`config.mk`:
```
export PLATFORM = sky130hd
export DESIGN_NAME = bcd_entry_scroller
export DESIGN_NICKNAME = d
export VERILOG_FILES = /design/src/rtl/bcd_entry_scroller.sv
export SDC_FILE = /design/constraint.sdc
export NUM_CORES = 1
export LEC_CHECK = 0
export CORE_ASPECT_RATIO = 1.1
export CORE_MARGIN = 2
export CORE_UTILIZATION = 55
export CTS_BUF_LIST = sky130_fd_sc_hd__clkbuf_16
export DETAILED_ROUTE_END_ITERATION = 10
export GPL_TIMING_DRIVEN = 0
export PLACE_DENSITY = 0.95
export SYNTH_ARGS = -nofsm -noshare
export SYNTH_HDL_FRONTEND = slang
export SYNTH_SLANG_ARGS = --single-unit
```
`constraint.sdc`:
```
create_clock -name clk -period 5.7 [get_ports clk]
set_input_delay 1.14 -clock clk [delete_from_list [all_inputs] [get_ports clk]]
set_output_delay 1.14 -clock clk [all_outputs]
set_load 0.01 [all_outputs]
```
`src/rtl/bcd_entry_scroller.sv`:
```
// Keypad-driven BCD entry register with backspace/clear and a saturating
// display-window offset for the downstream 6-digit window selector.
module bcd_entry_scroller #(
    parameter int unsigned DIGITS = 11,
    parameter int unsigned WINDOW = 6,
    parameter int unsigned CNT_W  = 3
) (
    input  logic                  clk,
    input  logic                  rst_n,
    input  logic                  key_valid,
    input  logic [3:0]            key_code,
    input  logic                  key_back,
    input  logic                  key_clear,
    input  logic                  scroll_left,
    input  logic                  scroll_right,
    output logic [4*DIGITS-1:0]   bcd_out,
    output logic [CNT_W-1:0]      count,
    output logic [3:0]            digit_count,
    output logic                  full,
    output logic                  overflow
);

    localparam int unsigned W = 4 * DIGITS;

    logic [W-1:0]     bcd_q, bcd_d;
    logic [3:0]       cnt_q, cnt_d;
    logic [CNT_W-1:0] off_q, off_d;
    logic             full_q, full_d;
    logic             ovf_q, ovf_d;

    logic             digit_ok;
    logic             key_event;
    logic [CNT_W-1:0] max_off;

    assign digit_ok  = (key_code <= 4'd9);
    // Any key activity, even ignored or rejected, blocks scrolling that cycle.
    assign key_event = key_clear | key_back | key_valid;

    always_comb begin
        max_off = '0;
        if (cnt_q > 4'(WINDOW)) begin
            max_off = CNT_W'(cnt_q - 4'(WINDOW));
        end
    end

    always_comb begin
        bcd_d = bcd_q;
        cnt_d = cnt_q;
        off_d = off_q;
        ovf_d = 1'b0;

        if (key_clear) begin
            bcd_d = '0;
            cnt_d = '0;
            off_d = '0;
        end else if (key_back) begin
            if (cnt_q != 4'd0) begin
                bcd_d = {4'b0000, bcd_q[W-1:4]};
                cnt_d = cnt_q - 4'd1;
                off_d = '0;
            end
        end else if (key_valid) begin
            if (digit_ok) begin
                if (full_q) begin
                    ovf_d = 1'b1;
                end else if (cnt_q == 4'd0 && key_code == 4'd0) begin
                    off_d = '0;
                end else begin
                    bcd_d = {bcd_q[W-5:0], key_code};
                    cnt_d = cnt_q + 4'd1;
                    off_d = '0;
                end
            end
        end else if (!key_event) begin
            if (scroll_left && !scroll_right && off_q < max_off) begin
                off_d = off_q + 1'b1;
            end else if (scroll_right && !scroll_left && off_q != '0) begin
                off_d = off_q - 1'b1;
            end
        end

        full_d = (cnt_d == 4'(DIGITS));
    end

    always_ff @(posedge clk or negedge rst_n) begin
        if (!rst_n) begin
            bcd_q  <= '0;
            cnt_q  <= '0;
            off_q  <= '0;
            full_q <= 1'b0;
            ovf_q  <= 1'b0;
        end else begin
            bcd_q  <= bcd_d;
            cnt_q  <= cnt_d;
            off_q  <= off_d;
            full_q <= full_d;
            ovf_q  <= ovf_d;
        end
    end

    assign bcd_out     = bcd_q;
    assign digit_count = cnt_q;
    assign count       = off_q;
    assign full        = full_q;
    assign overflow    = ovf_q;

endmodule

```
# ---- After elaboration in Yosys (flattened, before gate mapping)
# Index checks and enable logic that the tools add are counted.
dict set report word_totals {
  romBits 0
  out_inout_bits 53
  n_memories 0
  ramBits 0
  inputBits 11
  word_cells 67
  reg_bits 53
  latch_bits 0
}
dict set report op_classes {
  shifts 0
  n_mux 29
  eq_ne 7
  mul 0
  n_addsub 5
  reduce_logical 16
  bitwise_logic 2
  magnitude_cmp 3
  div 0
}
# operator count
set ops {}
lappend ops {{$mux 44} 7}
lappend ops {{$mux 3} 10}
lappend ops {{$mux 4} 7}
lappend ops {{$reduce_and 5->1} 2}
lappend ops {{$reduce_bool 3->1} 3}
lappend ops {{$logic_not 4->1} 2}
lappend ops {{$ne 4x4->1 const B} 2}
lappend ops {{$ne 3x3->1 const B} 2}
lappend ops {{$logic_and 1x1->1} 5}
lappend ops {{$mux 1} 5}
lappend ops {{$reduce_bool 5->1} 1}
lappend ops {{$add 4x1->4 const B} 1}
lappend ops {{$eq 4x4->1 const B} 1}
lappend ops {{$gt 4x3->1 const B} 1}
lappend ops {{$le 4x4->1 const B} 1}
lappend ops {{$ne 4x1->1 const B} 1}
lappend ops {{$reduce_bool 4->1} 1}
lappend ops {{$sub 4x1->4 const B} 1}
lappend ops {{$add 3x1->3 const B} 1}
lappend ops {{$lt 3x3->1} 1}
lappend ops {{$ne 3x1->1 const B} 1}
lappend ops {{$sub 3x1->3 const B} 1}
lappend ops {{$sub 3x3->3 const B} 1}
lappend ops {{$logic_not 1->1} 2}
lappend ops {{$or 1x1->1} 2}

# ---- Logic depth before layout (Yosys ltp)
# Gate-level depths: netlist (run 1).
dict set report depth {
  word_depth 9
  ltp_mapped 12
  depth_no_buf 12
}

# ---- Worst setup path before layout (run 1)
# Ideal clock, no wire load.
dict set report synth_path {
  path_kind {register to register}
  start {reg cnt_q[0], in the netlist digit_count[0]}
  end {reg off_q[2], in the netlist count[2]}
  setup_time_ns 0.101
  slack_ns 3.173
  t_required_ns 5.599
  path_buffers 0
  stages_incl_launch_ff 13
  arrival_ns 2.426
  period_less_slack_ns 2.527
  cell_sequence {dfrtp_1 -> inv_1 -> ha_1 -> and3b_1 -> o21ai_0 -> ha_1 -> o21ai_0 -> nand2_1 -> nand2_1 -> fa_1 -> a21o_1 -> o211a_1 -> o32ai_1}
}
dict set report synth_via {
  elab_chain_cells 9
  word_cells_on_any_way 14
  cone_classes {1 x add/sub; 2 x order compare; 1 x eq/ne; 6 x mux; 4 x reduce/logical}
}
# item line
set synth_lines {}
lappend synth_lines {{start: declaration} 26} ;# logic [3:0] cnt_q, cnt_d;
lappend synth_lines {{start signal: assignment} 94} ;# cnt_q <= cnt_d;
lappend synth_lines {{$gt 4x3->1 or $sub 3x3->3 (tied branches)} {41, 42}}
lappend synth_lines {{$mux 3} 41} ;# if (cnt_q > 4'(WINDOW)) begin
lappend synth_lines {{$lt 3x3->1} 75} ;# if (scroll_left && !scroll_right && off_q < max_off) begin
lappend synth_lines {{$logic_and 1x1->1} 75}
lappend synth_lines {{$mux 3} 75}
lappend synth_lines {{$mux 3} 74} ;# end else if (!key_event) begin
lappend synth_lines {{$mux 3} 62} ;# end else if (key_valid) begin
lappend synth_lines {{$mux 3} 56} ;# end else if (key_back) begin
lappend synth_lines {{$mux 3} 52} ;# if (key_clear) begin
lappend synth_lines {{end signal: assignment} 89} ;# off_q <= '0;
lappend synth_lines {{end signal: assignment} 95} ;# off_q <= off_d;
lappend synth_lines {{end: declaration} 27} ;# logic [CNT_W-1:0] off_q, off_d;
# Several ways; a longest one is shown, not always the timed one. The select of a mux whose other input is x is not followed.
# A chain may end at the register's enable or synchronous reset.

# ---- Worst setup path after layout (run 1)
dict set report layout_path {
  start {in key_code[2]}
  end {reg full_q, in the netlist full}
}
dict set report layout_via {
  elab_chain_cells 9
  word_cells_on_any_way 10
  cone_classes {1 x order compare; 1 x eq/ne; 6 x mux; 2 x reduce/logical}
}
# item line
set layout_lines {}
lappend layout_lines {{start: declaration} 11} ;# input logic [3:0] key_code,
lappend layout_lines {{$logic_not 4->1} 66} ;# end else if (cnt_q == 4'd0 && key_code == 4'd0) begin
lappend layout_lines {{$logic_and 1x1->1} 66}
lappend layout_lines {{$mux 4} 66}
lappend layout_lines {{$mux 4} 64} ;# if (full_q) begin
lappend layout_lines {{$mux 4 (*)} 63} ;# if (digit_ok) begin
lappend layout_lines {{$mux 4 (*)} 62}
lappend layout_lines {{$mux 4 (*)} 56}
lappend layout_lines {{$mux 4 (*)} 52}
lappend layout_lines {{net cnt_d[0]} 26}
lappend layout_lines {{$eq 4x4->1 (*)} 82} ;# full_d = (cnt_d == 4'(DIGITS));
lappend layout_lines {{net full_d} 28} ;# logic full_q, full_d;
lappend layout_lines {{end signal: assignment} 96} ;# full_q <= full_d;
lappend layout_lines {{end: declaration} 28}
# The timed path passes the listed nets; every way through them passes the cells marked *.

==> reports/metrics.yaml, run 1 <==
status: "finished, final reports clean"
synth_area_per_cell_um2: 10.2
wl_um: 7110
cts_max_path_buffers: 2
setup_viol: 0
io_buffers: 63
yosys.area.top_type_share: 0.450
synth_edf_count: 0
path_class: "in2reg"
leakage_nw: 1.71
min_from: "bcd_out[43]"
ys_warn_count: 0
worstMarginPinSlew_ns: 0.580
syn_nets: 308
drive_above_1_share: 0.0833
final_core_util: 0.754
cts.root.buffer_cell: "clkbuf_16"
io_pins: 64
power_density_nw_per_um2: 329
period_share: 0.521
synth.distinct_cells: 45
post-synth-top-count-cell: "dfrtp_1"
fin_ws_ns: 2.73
place_ws_ns: 2.49
cp-startpoint: "key_code[2]"
die_y_um: 80.8
cts_setup_buffers: 0
synth_cells: 288
final_nets: 379
path_clk_slew_ns: 0.06
placed_cells: 424
die_x_um: 73.8
cts_hold_buf: 0
syn_area_um2: 2950
rsz0062_at_grt: "false"
grt_use_total: 0.249
grt_max_degree: 30
hp-class: "reg2reg"
finalHoldWorstSlack_ns: 0.552
drtIter0Drc: 236
cts.sinks: 53
slew_headroom: 0.613
grt_first_pass_wirelength_um: 11700
r2r_start: "digit_count[0]"
cts_max_level: 2
p_total_mw: 1.26
arrival_ns: 3.15
initial_core_util: 0.578
route.antenna.remaining_nets: 0
drtPass1Iterations: 4
ys_seq_elements: 53
num_vias: 2529
fin_skew_ns: 0.00288
drc: 0
drt-vias-per-instance: 5.85
hold_viol: 0
fmax_mhz: 337
post_drt_wl_per_cell_um: 16.5
period_minus_slack_ns: 2.97
critPathRequiredTime_ns: 5.88
fin_tns_setup_ns: 0
async_flop_share: 1.00
die_area_um2: 5960
antenna_found_initial: 0
clkLatencyLatePin_ns: 0.29
cp_max_fo: 10
synth.yosys.seq_area_share: 0.450
final_cells: 432
dpl_cell_area_um2: 3680
rows: 27
n_antenna_cell: 0
drv_cap: 0
ys_top_cells_by_area: "dfrtp_1 45%, mux2i_1 15%, a211oi_1 10%"
start_kind: "input port"
finalWeightedCongestion: 0.858
fin_area_um2: 3840
netlist_top_cells_count: "53 x dfrtp_1, 49 x nor2_1, 44 x mux2i_1"
end_kind: "flop"
grt-ovfl-total: 0
place_hpwl_um: 5320
first_global_vias: 2468
cts_buffers: 5
cts-resized-gates: 0
yosysTopAreaCell: "dfrtp_1"
cts_tree: "yes"
slew_violations: 0
synth_flop_cell: "dfrtp_1"
peakVddDrop_uv: 204
core_area_um2: 5100
syn2layout_area_growth_pct: 30.5
## routing by layer
metal | track usage | up-vias | wire [um]
met5 | 0 | - | 0
met4 | 0.0836 | 0 | 78
li1 | - | 1185 | -
met1 | 0.328 | 1253 | 3010
met3 | 0.0347 | 8 | 391
met2 | 0.421 | 83 | 3630
## critical path, cell delays in order
cell             delay (ns)
clkdlybuf4s50_1        0.52
o21ai_0                0.51
a21o_1                 0.20
and2_1                 0.13
buf_6                  0.14
mux2_4                 0.31
and4b_1                0.18
## cell families after synthesis
kind of cell | Yosys count | synth area share
simple gates | 79 | 0.128
compound gates | 67 | 0.166
flops | 53 | 0.450
mux | 47 | 0.162
buf+inv | 33 | 0.0535
fa+ha+maj | 9 | 0.0408
## placed cells by master (no fill, tap or decap), types with 2 or more instances in the layout
cell type / instances
clkdlybuf4s50_1: 62
dfrtp_1: 53
nor2_1: 49
mux2i_1: 44
a211oi_1: 40
inv_1: 14
buf_2: 10
nand2_1: 9
ha_1: 8
clkbuf_1: 6
clkbuf_16: 5
a21oi_1: 4
o21ai_0: 4
a31oi_1: 4
buf_4: 4
nand2b_1: 2
nor2b_1: 2
a211o_1: 2
a21o_1: 2
nand3_1: 2
and2_1: 2
nor3_1: 2
nor3b_1: 2
mux2_2: 2
## registers in the layout, summed over array words and instances, names as in the netlist
name         cells
bcd_out         44
digit_count      4
full             1
count            3
overflow         1
## final timing paths
kind | endpoint | slack, ns | cells after the start
max | full | 2.73 | 7
min | bcd_out[43] | 0.55 | 2
max reg2reg | count[2] | 2.89 | 12
min reg2reg | bcd_out[43] | 0.55 | 2
max in group asynchronous | bcd_out[39] | 4.30 | 2
min in group asynchronous | digit_count[0] | 0.84 | 1
## cell type report
class,instances,area (um^2)
clock buffer,5,125
sequential,53,1330
timing repair buffer,64,646
fill,354,1260
multi-input combinational,202,1460
inverter,13,48.8
clock inverter,3,37.5
buffer,20,109
tap,72,90.1
## power breakdown
group	switching, mW	internal (mW)
combinational	0.211	0.217
sequential	0.0692	0.433
clock	0.128	0.204
total	0.409	0.854
Power figures use the tool's default switching activity.
==> inputs of run 2 (changes only) <==
- CORE_UTILIZATION: 55 -> 51
- PLACE_DENSITY: 0.95 -> 0.91
- clock period: 5.7 -> 3.1 ns (I/O delays scaled with it)
==> run 2 against run 1 <==
Routed wire length down 1.1%. Largest cell class unchanged. Setup slack worse by 2.5 ns. Global-route usage down 2.5 points. Non-clock buffer count unchanged. Critical path type is now reg2reg.
==> reports/metrics.yaml, run 2 (synthesized netlist as in run 1, its figures left out) <==
status: "finished, final reports clean"
crit_chain: "inv_1 > ha_1 > and3b_1 > o21ai_0 > ha_1 > nor3b_1 > o211ai_1 > nand2_1 > fa_1 > inv_1 > o211a_1 > o32ai_1"
io_buffers: 63  # unchanged
reg2reg_slack_ns: 0.27  # -2.62 ns
critPathRequiredTime_ns: 3.29  # -2.59 ns
grt_use_total: 0.224  # -0.0250
path_clk_slew_ns: 0.07  # about the same
wl_um: 7040  # -1.1%
drv_cap: 0  # unchanged
grt-ovfl-total: 0  # unchanged
start_kind: "flop"
place_ws_ns: 0.330  # -2.16 ns
die_x_um: 76.5  # +3.6%
cts_setup_buffers: 0  # unchanged
drt-vias-per-instance: 5.66  # -3.3%
initial_core_util: 0.521  # -0.0571
period_share: 0.913
cts.sinks: 53  # unchanged
clkLatencyLatePin_ns: 0.30  # about the same
worstMarginPinSlew_ns: 0.552  # -0.0283 ns
cts_max_path_buffers: 2  # unchanged
peakVddDrop_uv: 366  # +79%
drive_above_1_share: 0.0861  # +0.00278
cts_tree: "yes"
slew_violations: 0  # unchanged
power_density_nw_per_um2: 608  # +85%
period_minus_slack_ns: 2.83
die_y_um: 83.7  # +3.7%
final_core_util: 0.681  # -0.0725
fmax_mhz: 353
cts_buffers: 5  # unchanged
syn2layout_area_growth_pct: 30.9
slew_headroom: 0.632  # +0.0189
core_area_um2: 5660  # +11%
antenna_found_initial: 0  # unchanged
io_pins: 64  # unchanged
num_vias: 2473  # -2.2%
die_area_um2: 6400  # +7.4%
cts.root.buffer_cell: "clkbuf_16"
route.antenna.remaining_nets: 0  # unchanged
cp_max_fo: 7  # -3
final_common_cell: "clkdlybuf4s50_1"
grt_max_degree: 31  # +3.3%
drtIter0Drc: 150  # -36%
end_kind: "flop"
finalWeightedCongestion: 0.865  # +0.84%
p_total_mw: 2.34  # +86%
finalHoldWorstSlack_ns: 0.312  # -0.240 ns
rsz0062_at_grt: "false"
fin_ws_ns: 0.269  # -2.46 ns
critPathBufInv: 2  # unchanged
dpl_cell_area_um2: 3690  # +0.17%
setup_viol: 0  # unchanged
first_global_vias: 2436  # -1.3%
leakage_nw: 1.71  # +0.15%
path_class: "reg2reg"
grt_first_pass_wirelength_um: 11700  # -0.42%
arrival_ns: 3.02  # -0.13 ns
cts-resized-gates: 0  # unchanged
post_drt_wl_per_cell_um: 16.1  # -2.2%
hp-class: "in2async"
fin_skew_ns: 0.00841  # +0.00553 ns
critical-path-slowest-cell: "dfrtp_1"
hold_viol: 0  # unchanged
largest_reg_flops: 44  # unchanged
drtPass1Iterations: 4  # unchanged
rows: 29  # +7.4%
drc: 0  # unchanged
cts_hold_buf: 0  # unchanged
crit_family: "compound AO/OA/AOI/OAI gates"
place_hpwl_um: 5200  # -2.2%
cts_max_level: 2  # unchanged
slowest_delay_ns: 0.50  # -0.02 ns
fin_area_um2: 3860  # +0.29%
final_nets: 379  # unchanged
layout_common_cells: "62 x clkdlybuf4s50_1, 53 x dfrtp_1, 49 x nor2_1"
n_antenna_cell: 0  # unchanged
==> run 2: cell counts in the layout (fill, tap and decap cells not counted) <==
No cell type changed its count.
==> run 2: worst paths after layout <==
| check | startpoint | end | cells past startpoint |
|---|---|---|---|
| worst max-delay path | digit_count[0] | count[2] | 12 |
| worst min-delay path | rst_n | bcd_out[32] | 1 |
| worst max register to register | digit_count[0] | count[2] | 12 |
| worst min register to register | bcd_out[41] | bcd_out[41] | 2 |
| max in group asynchronous | rst_n | bcd_out[8] | 2 |
| min in group clk | bcd_out[41] | bcd_out[41] | 2 |
==> run 2: layout make-up <==
class                           instances  area (um^2)
Fill cell                             456         1800
Multi-Input combinational cell        202         1460
Sequential cell                        53         1330
Timing Repair Buffer                   64          646
Clock buffer                            5          125
Buffer                                 20          109
Tap cell                               77         96.3
Inverter                               13         48.8
Clock inverter                          3         42.5
==> run 2: where the power goes <==
part           switching, mW  leakage (nW)  total [mW]  internal (mW)
Combinational          0.387         0.922       0.787          0.400
Sequential             0.128         0.707       0.924          0.796
Clock                  0.253        0.0852       0.633          0.380
Total                  0.768          1.71        2.34           1.58
==> run 2: through the flow <==
step	TNS (ns)	cells
2_1_floorplan	0	288
3_3_place_gp	-6.79	428
3_5_place_dp	0	429
4_1_cts	0	437
5_1_grt	0	437
6_report	0	437
==> run 2: per-layer routing <==
metal,track usage,part of all wire
met1,0.289,0.44
met2,0.383,0.49
met3,0.0541,0.061
met4,0.0512,0.0087
met5,0,0
